$ cat config.mk
export PLATFORM = sky130hd
export DESIGN_NAME = clock_time_setter
export DESIGN_NICKNAME = d
export VERILOG_FILES = /design/src/rtl/clock_time_setter.sv
export SDC_FILE = /design/constraint.sdc
export NUM_CORES = 1
export LEC_CHECK = 0
export BUFFER_PORTS_ARGS = -buffer_cell sky130_fd_sc_hd__buf_4
export CORE_ASPECT_RATIO = 2
export CORE_MARGIN = 3
export CORE_UTILIZATION = 59
export DETAILED_ROUTE_END_ITERATION = 10
export PLACE_DENSITY = 0.79
export SYNTH_ARGS = -nofsm -noshare
export SYNTH_HDL_FRONTEND = slang
export SYNTH_SLANG_ARGS = --single-unit
$ cat constraint.sdc
create_clock -name clk -period 5.1 [get_ports clk]
set_input_delay 1.53 -clock clk [delete_from_list [all_inputs] [get_ports clk]]
set_output_delay 1.53 -clock clk [all_outputs]
set_load 0.02 [all_outputs]
$ cat src/rtl/clock_time_setter.sv
`default_nettype none
// ============================================================================
// Module   : clock_time_setter
// Purpose  : Debounced two-button HH:MM:SS editor; captures the live time,
//            edits it field by field and commits it as seconds-of-day.
//            Optional macro AUTO_REPEAT_EN enables inc-button auto-repeat.
// Revision : 1.0 - initial release
// ============================================================================
module clock_time_setter #(
    parameter int DEBOUNCE_CYCLES = 1_000_000,
    parameter int REPEAT_DELAY    = 25_000_000,
    parameter int REPEAT_PERIOD   = 10_000_000
) (
    input  logic        clk,
    input  logic        reset,
    input  logic        btn_mode_n,
    input  logic        btn_inc_n,
    input  logic [16:0] cur_seconds,
    output logic        editing,
    output logic [1:0]  field,
    output logic [4:0]  edit_hour,
    output logic [5:0]  edit_min,
    output logic [5:0]  edit_sec,
    output logic        load_valid,
    output logic [16:0] load_seconds
);

    localparam int DB_W = $clog2(DEBOUNCE_CYCLES + 1);
    localparam logic [DB_W-1:0] DB_LAST = DB_W'(DEBOUNCE_CYCLES - 1);

    localparam logic [2:0] IDLE     = 3'd0;
    localparam logic [2:0] CAPTURE  = 3'd1;
    localparam logic [2:0] SET_HOUR = 3'd2;
    localparam logic [2:0] SET_MIN  = 3'd3;
    localparam logic [2:0] SET_SEC  = 3'd4;
    localparam logic [2:0] COMMIT   = 3'd5;

    logic [1:0]  raw_n;
    logic [1:0]  press;
    logic [1:0]  level;
    logic        mode_evt;
    logic        inc_evt;
    logic [2:0]  state;
    logic [16:0] remainder;
    logic [16:0] commit_value;

    assign raw_n = {btn_inc_n, btn_mode_n};

    // Bit 0 = mode button, bit 1 = inc button.
    generate
        for (genvar b = 0; b < 2; b++) begin : g_btn
            logic            sync1;
            logic            sync2;
            logic            lvl;
            logic            lvl_d;
            logic            pulse;
            logic [DB_W-1:0] cnt;

            always_ff @(posedge clk) begin
                if (!reset) begin
                    sync1 <= 1'b1;
                    sync2 <= 1'b1;
                    lvl   <= 1'b1;
                    lvl_d <= 1'b1;
                    pulse <= 1'b0;
                    cnt   <= '0;
                end else begin
                    sync1 <= raw_n[b];
                    sync2 <= sync1;
                    lvl_d <= lvl;
                    pulse <= lvl_d & ~lvl;
                    if (sync2 == lvl) begin
                        cnt <= '0;
                    end else if (cnt == DB_LAST) begin
                        cnt <= '0;
                        lvl <= sync2;
                    end else begin
                        cnt <= cnt + 1'b1;
                    end
                end
            end

            assign press[b] = pulse;
            assign level[b] = lvl;
        end
    endgenerate

    assign mode_evt = press[0];

`ifdef AUTO_REPEAT_EN
    localparam int REP_MAX = (REPEAT_DELAY > REPEAT_PERIOD) ? REPEAT_DELAY : REPEAT_PERIOD;
    localparam int REP_W   = $clog2(REP_MAX + 1);
    localparam logic [REP_W-1:0] REP_FIRST = REP_W'(REPEAT_DELAY);
    localparam logic [REP_W-1:0] REP_NEXT  = REP_W'(REPEAT_PERIOD);

    logic             in_set;
    logic             rep_active;
    logic             rep_first;
    logic             rep_evt;
    logic [REP_W-1:0] rep_cnt;

    assign in_set  = (state == SET_HOUR) || (state == SET_MIN) || (state == SET_SEC);
    assign rep_evt = rep_active && (rep_cnt == (rep_first ? REP_FIRST : REP_NEXT));

    // rep_cnt holds the number of cycles since the last real or repeated event.
    always_ff @(posedge clk) begin
        if (!reset || !in_set || level[1] || mode_evt) begin
            rep_active <= 1'b0;
            rep_first  <= 1'b0;
            rep_cnt    <= '0;
        end else if (press[1]) begin
            rep_active <= 1'b1;
            rep_first  <= 1'b1;
            rep_cnt    <= REP_W'(1);
        end else if (rep_evt) begin
            rep_first  <= 1'b0;
            rep_cnt    <= REP_W'(1);
        end else if (rep_active) begin
            rep_cnt    <= rep_cnt + 1'b1;
        end
    end

    assign inc_evt = press[1] | rep_evt;
`else
    logic unused_repeat_cfg;
    assign unused_repeat_cfg = ^{REPEAT_DELAY[0], REPEAT_PERIOD[0], level[1]};
    assign inc_evt = press[1];
`endif

    assign commit_value = 17'(edit_hour) * 17'd3600 + 17'(edit_min) * 17'd60 + 17'(edit_sec);

    always_ff @(posedge clk) begin
        if (!reset) begin
            state        <= IDLE;
            remainder    <= '0;
            edit_hour    <= '0;
            edit_min     <= '0;
            edit_sec     <= '0;
            load_valid   <= 1'b0;
            load_seconds <= '0;
        end else begin
            load_valid <= 1'b0;
            case (state)
                IDLE: begin
                    if (mode_evt) begin
                        remainder <= (cur_seconds >= 17'd86400) ? '0 : cur_seconds;
                        edit_hour <= '0;
                        edit_min  <= '0;
                        edit_sec  <= '0;
                        state     <= CAPTURE;
                    end
                end
                CAPTURE: begin
                    if (remainder >= 17'd3600) begin
                        remainder <= remainder - 17'd3600;
                        edit_hour <= edit_hour + 5'd1;
                    end else if (remainder >= 17'd60) begin
                        remainder <= remainder - 17'd60;
                        edit_min  <= edit_min + 6'd1;
                    end else begin
                        edit_sec  <= remainder[5:0];
                        state     <= SET_HOUR;
                    end
                end
                SET_HOUR: begin
                    if (mode_evt)     state     <= SET_MIN;
                    else if (inc_evt) edit_hour <= (edit_hour == 5'd23) ? '0 : edit_hour + 5'd1;
                end
                SET_MIN: begin
                    if (mode_evt)     state    <= SET_SEC;
                    else if (inc_evt) edit_min <= (edit_min == 6'd59) ? '0 : edit_min + 6'd1;
                end
                SET_SEC: begin
                    if (mode_evt) begin
                        state        <= COMMIT;
                        load_valid   <= 1'b1;
                        load_seconds <= commit_value;
                    end else if (inc_evt) begin
                        edit_sec <= (edit_sec == 6'd59) ? '0 : edit_sec + 6'd1;
                    end
                end
                COMMIT:  state <= IDLE;
                default: state <= IDLE;
            endcase
        end
    end

    assign editing = (state != IDLE);

    always_comb begin
        field = 2'd0;
        case (state)
            SET_HOUR: field = 2'd1;
            SET_MIN:  field = 2'd2;
            SET_SEC:  field = 2'd3;
            default:  field = 2'd0;
        endcase
    end

endmodule
`default_nettype wire
Word-level counts from Yosys, hierarchy flattened --
Index checks and enable logic that the tools add are counted. Widths: inputs -> output; s select.
Word-level totals: flip-flop bits (word level) 105, word-level logic and storage cells 116
Operators by class: $add $sub $neg 9, multiply operators 2, $lt $le $gt $ge 3, equal/unequal tests 26, mux-type cells 33, bitwise logic cells 7, reduce and logical (&&, ||, !) cells 17
Operators by type and width (count):
- $mux 17 | 4
- $mux 6 | 11
- $add 20x1->20 const B | 2
- $eq 20x20->1 const B | 2
- $pmux 6 s3 | 2
- $pmux 17 s2 | 1
- $ne 2x2->1 const B | 14
- $mux 5 | 5
- $mux 3 | 6
- $reduce_and 6->1 | 3
- $add 17x12->17 | 1
- $add 17x6->17 | 1
- $ge 17x12->1 const B | 1
- $ge 17x17->1 const B | 1
- $ge 17x6->1 const B | 1
- $sub 17x12->17 const B | 1
- $sub 17x6->17 const B | 1
- $pmux 3 s5 | 1
- $pmux 5 s3 | 1
- $mul 5x8->13 const B | 1
- $add 6x1->6 const B | 2
- $eq 6x6->1 const B | 2
- $reduce_bool 3->1 | 4
- $mul 6x4->10 const B | 1
- 17 further kinds | 28

Longest topological paths before layout --
word-level depth 5, gate-level depth with buffers 19, gate-level depth less buffers 19

Worst setup path after synthesis --
Ideal clock, no wire load.
kind register to register, start point reg edit_min[3], end point reg load_seconds[16], setup time 0.062 ns, data arrival time 4.464 ns, data required time 5.038 ns, path slack 0.574 ns, cell stages (with the launch flop) 17, path through dfxtp_1 > inv_1 > fa_1 > fa_1 > inv_1 > ha_1 > a21oi_1 > nor2b_1 > o21a_1 > o41ai_1 > xnor2_1 > ha_1 > ha_1 > nand3_1 > o211a_1 > or4_1 > nand3_1
On the way: cells in the longest elaborated chain, start to end 3
RTL lines:
- start: declaration | RTL line 22 | output logic [5:0] edit_min,
- start signal: assignment | RTL line 159 | edit_min <= edit_min + 6'd1;
- start signal: assignment | RTL line 171 | else if (inc_evt) edit_min <= (edit_min == 6'd59) ? '0 : edit_min + 6'd1;
- $mul 6x4->10 | RTL line 130 | assign commit_value = 17'(edit_hour) * 17'd3600 + 17'(edit_min) * 17'd60 + 17'(edit_sec);
- $add 17x12->17 | RTL line 130
- $add 17x6->17 | RTL line 130
- end signal: assignment | RTL line 177 | load_seconds <= commit_value;
- end: declaration | RTL line 25 | output logic [16:0] load_seconds
No other way between the ends. A chain may end at the register's enable or synchronous reset.

Worst setup path after layout --
start point reg edit_min[0], end point reg load_seconds[14]
Same word-level chain as after synthesis.

==> impl_metrics.tcl <==
set metrics [dict create \
    layout_common_cells "dfxtp_1, nor2_1, nand2_1" \
    crit_top_cell "ha_1" \
    syn_area_um2 6910 \
    slew_headroom_pct 38.3 \
    min_period_ns 4.73 \
    drv_slew 0 \
    path_cells "fa_1 > inv_1 > fa_1 > inv_1 > ha_1 > a21o_1 > a21oi_1 > nor2b_1 > o21a_1 > nor2_1 > xnor2_1 > ha_1 > ha_1 > or4_1 > o22ai_1 > o31ai_1 > xnor2_1 > a211oi_1" \
    root_buffer "clkbuf_16" \
    arrival_ns 5.01 \
    maxCapViolCount 0 \
    cts_setup_buffers 0 \
    critPathMaxStageDelay_ns 0.60 \
    grt_max_degree 34 \
    hpwl_um 13700 \
    syn_inst 832 \
    layout.nets 973 \
    crit_required_ns 5.38 \
    finalWirelength_um 17900 \
    status "complete, no violations" \
    initial_core_util_pct 60.8 \
    vias 6439 \
    hold_class "flip-flop to flip-flop" \
    postSynthRegisterBits 105 \
    regArea_um2 2100 \
    peakVddDrop_v 0.000199 \
    vias_per_cell 6.31 \
    cts_max_level 3 \
    first_global_vias 6413 \
    ctsHoldBuffers 0 \
    die_w_um 82.5 \
    fp.dieH_um 159 \
    synthArstFlopShare_pct 0 \
    antenna_found_initial 0 \
    critPathLaunch "edit_min[0]$_SDFFE_PN0P_" \
    fp.coreArea_um2 11400 \
    endpoint_kind "flip-flop" \
    wl_met3_um 794 \
    ys_types 67 \
    first_pass_iters 6 \
    nFillCells 987 \
    io_buffers 58 \
    final_antenna_net_count 0 \
    post-route-period-util_pct 92.8 \
    antenna_cells 0 \
    synth_edf_count 0 \
    clkSlewWorstSetupHoldPaths_ns 0.08 \
    r2r-start "edit_min[0]$_SDFFE_PN0P_" \
    numCtsBuffers 9 \
    tightest_slew_ns 0.924 \
    clkLatencyLatePin_ns 0.36 \
    rows 55 \
    ys_warn_count 0 \
    gp_congestion 0.924 \
    p_leak_nw 3.30 \
    critPathKind "flip-flop to flip-flop" \
    met2_wirelength_um 9820 \
    pre_cts_ws_ns 0.369 \
    synth_ff_type "dfxtp_1" \
    hold_viol_final 0 \
    finalSetupViolCount 0 \
    power.density_cell_area_nw_per_um2 203 \
    grt_pass1_wl_um 29300 \
    synth_fp_nets 931 \
    max_freq_ghz 0.211 \
    setup_slack_ns 0.365 \
    slowest_stage "fa_1" \
    top_level_ports 59 \
    crit_fanout 9 \
    holdCritStartpoint "g_btn[0].sync1$_SDFF_PN1_" \
    syn_area_per_cell_um2 8.30 \
    cts.path.max_buffers 2 \
    layout_commonest_cell "dfxtp_1" \
    multi_input_area_um2 4470 \
    grt_overflow 0 \
    ys_seq_area_share_pct 30.4 \
    finalClockSkew_ns 0.00969 \
    drive_gt1_share_pct 10.6 \
    drcViolationCount 0 \
    drtIter0Drc 468 \
    rsz0062_at_grt "no" \
    cts_tree "yes" \
    grt_usage_pct 28.0 \
    die-area_um2 13100 \
    wl_met1_um 6260 \
    cts_sinks 105 \
    routed.top_layer "met4" \
    startpoint_type "flip-flop" \
    setup_tns_ns 0 \
    cts_resized 0 \
    area_delta_synth_final_pct 11.9 \
    wl_per_cell_um 17.6 \
]
[cells by family (layout without fill, tap and decap cells)]
family                     Yosys count  in the layout  share of synthesized area, %
adders and majority gates           78             78                          15.8
xor gates and xnor gates            60             60                          7.61
muxes                                9              9                          1.30
buffers and inverters               86            133                          4.89
and+or+nand+nor                    319            319                          22.7
AOI/OAI and AO/OA                  175            175                          17.2
DFF                                105            105                          30.4
[metrics by stage]
step                cell area [um2]  util, %  power (W)  instances  hold WS, ns
CTS                            7720     68.0    0.00158       1021        0.413
floorplan                      6910        -   0.000862        832        0.386
global route                   7720     68.0    0.00162       1021        0.421
finish                         7720     68.0    0.00157       1021        0.413
global placement               7430     65.4   0.000884       1005        0.398
detailed placement             7430     65.4   0.000885       1005        0.402
[routing by layer]
layer  up-vias  global-route usage [%]
met4         0                    16.9
met3        84                    4.25
met5         -                       0
met2       251                    50.9
met1      3067                    28.3
li1       3037                       -
[report_power, final]
group	switching, W	internal, W
sequential	0.00000135	0.000821
combinational	0.0000264	0.0000180
clock	0.000343	0.000356
[worst max-delay path: cells and delay by family (launching register included)]
family	cells	cell delay (ns)
compound gates	6	1.24
xor+xnor	2	0.28
fa+ha+maj	5	1.84
buf+inv	2	0.13
flops	1	0.42
simple gates	3	0.74
[cell type report]
| cell class | instances | area share, % |
|---|---|---|
| timing repair buffer | 64 | 6.22 |
| tap | 142 | 2.30 |
| sequential | 105 | 27.2 |
| inverter | 53 | 2.58 |
| clock inverter | 6 | 0.729 |
| clock buffer | 10 | 3.09 |
| multi-input combinational | 641 | 57.9 |
[cells in the mapped netlist, types with 3 or more instances]
library cell  instances  area share (%)
dfxtp_1             105              30
nor2_1               94             5.1
nand2_1              76             4.1
ha_1                 63              11
a21oi_1              56             4.1
inv_1                53             2.9
nand3_1              35             2.5
xnor2_1              32             4.1
clkbuf_1             28             1.5
xor2_1               28             3.6
o21ai_0              22             1.6
nand4_1              18             1.6
nor3_1               17             1.2
fa_1                 15             4.3
a211oi_1             13             1.4
o31ai_1              13             1.4
and3_1               12             1.1
nor4_1               11             1.0
nand2b_1             10            0.91
or3_1                10            0.91
mux2i_1               9             1.3
a21o_1                8            0.87
nor2b_1               6            0.54
a22oi_1               5            0.54
and4_1                5            0.63
o211ai_1              5            0.54
o21bai_1              5            0.54
o31a_1                5            0.63
or4_1                 5            0.54
a221oi_1              4            0.51
a31oi_1               4            0.36
and2_1                4            0.36
o22ai_1               4            0.36
o32ai_1               4            0.51
o21a_1                3            0.33
o311ai_0              3            0.38
or2_2                 3            0.27
[sequential cells by signal (all words and copies together), names as in the netlist, 3 cells and up]
signal / cells
g_btn.cnt: 40
state: 3
load_seconds: 17
edit_sec: 6
edit_hour: 5
edit_min: 6
remainder: 17
[worst paths after layout]
path | end | slack, ns | depth (start not counted)
worst max register to register | load_seconds[14]$_SDFFE_PN0P_ | 0.37 | 18
worst max-delay path | load_seconds[14]$_SDFFE_PN0P_ | 0.37 | 18
worst min register to register | g_btn[0].sync2$_SDFF_PN1_ | 0.41 | 1
worst min-delay path | g_btn[0].sync2$_SDFF_PN1_ | 0.41 | 1
Note: power is estimated with default switching activity, not from simulation.
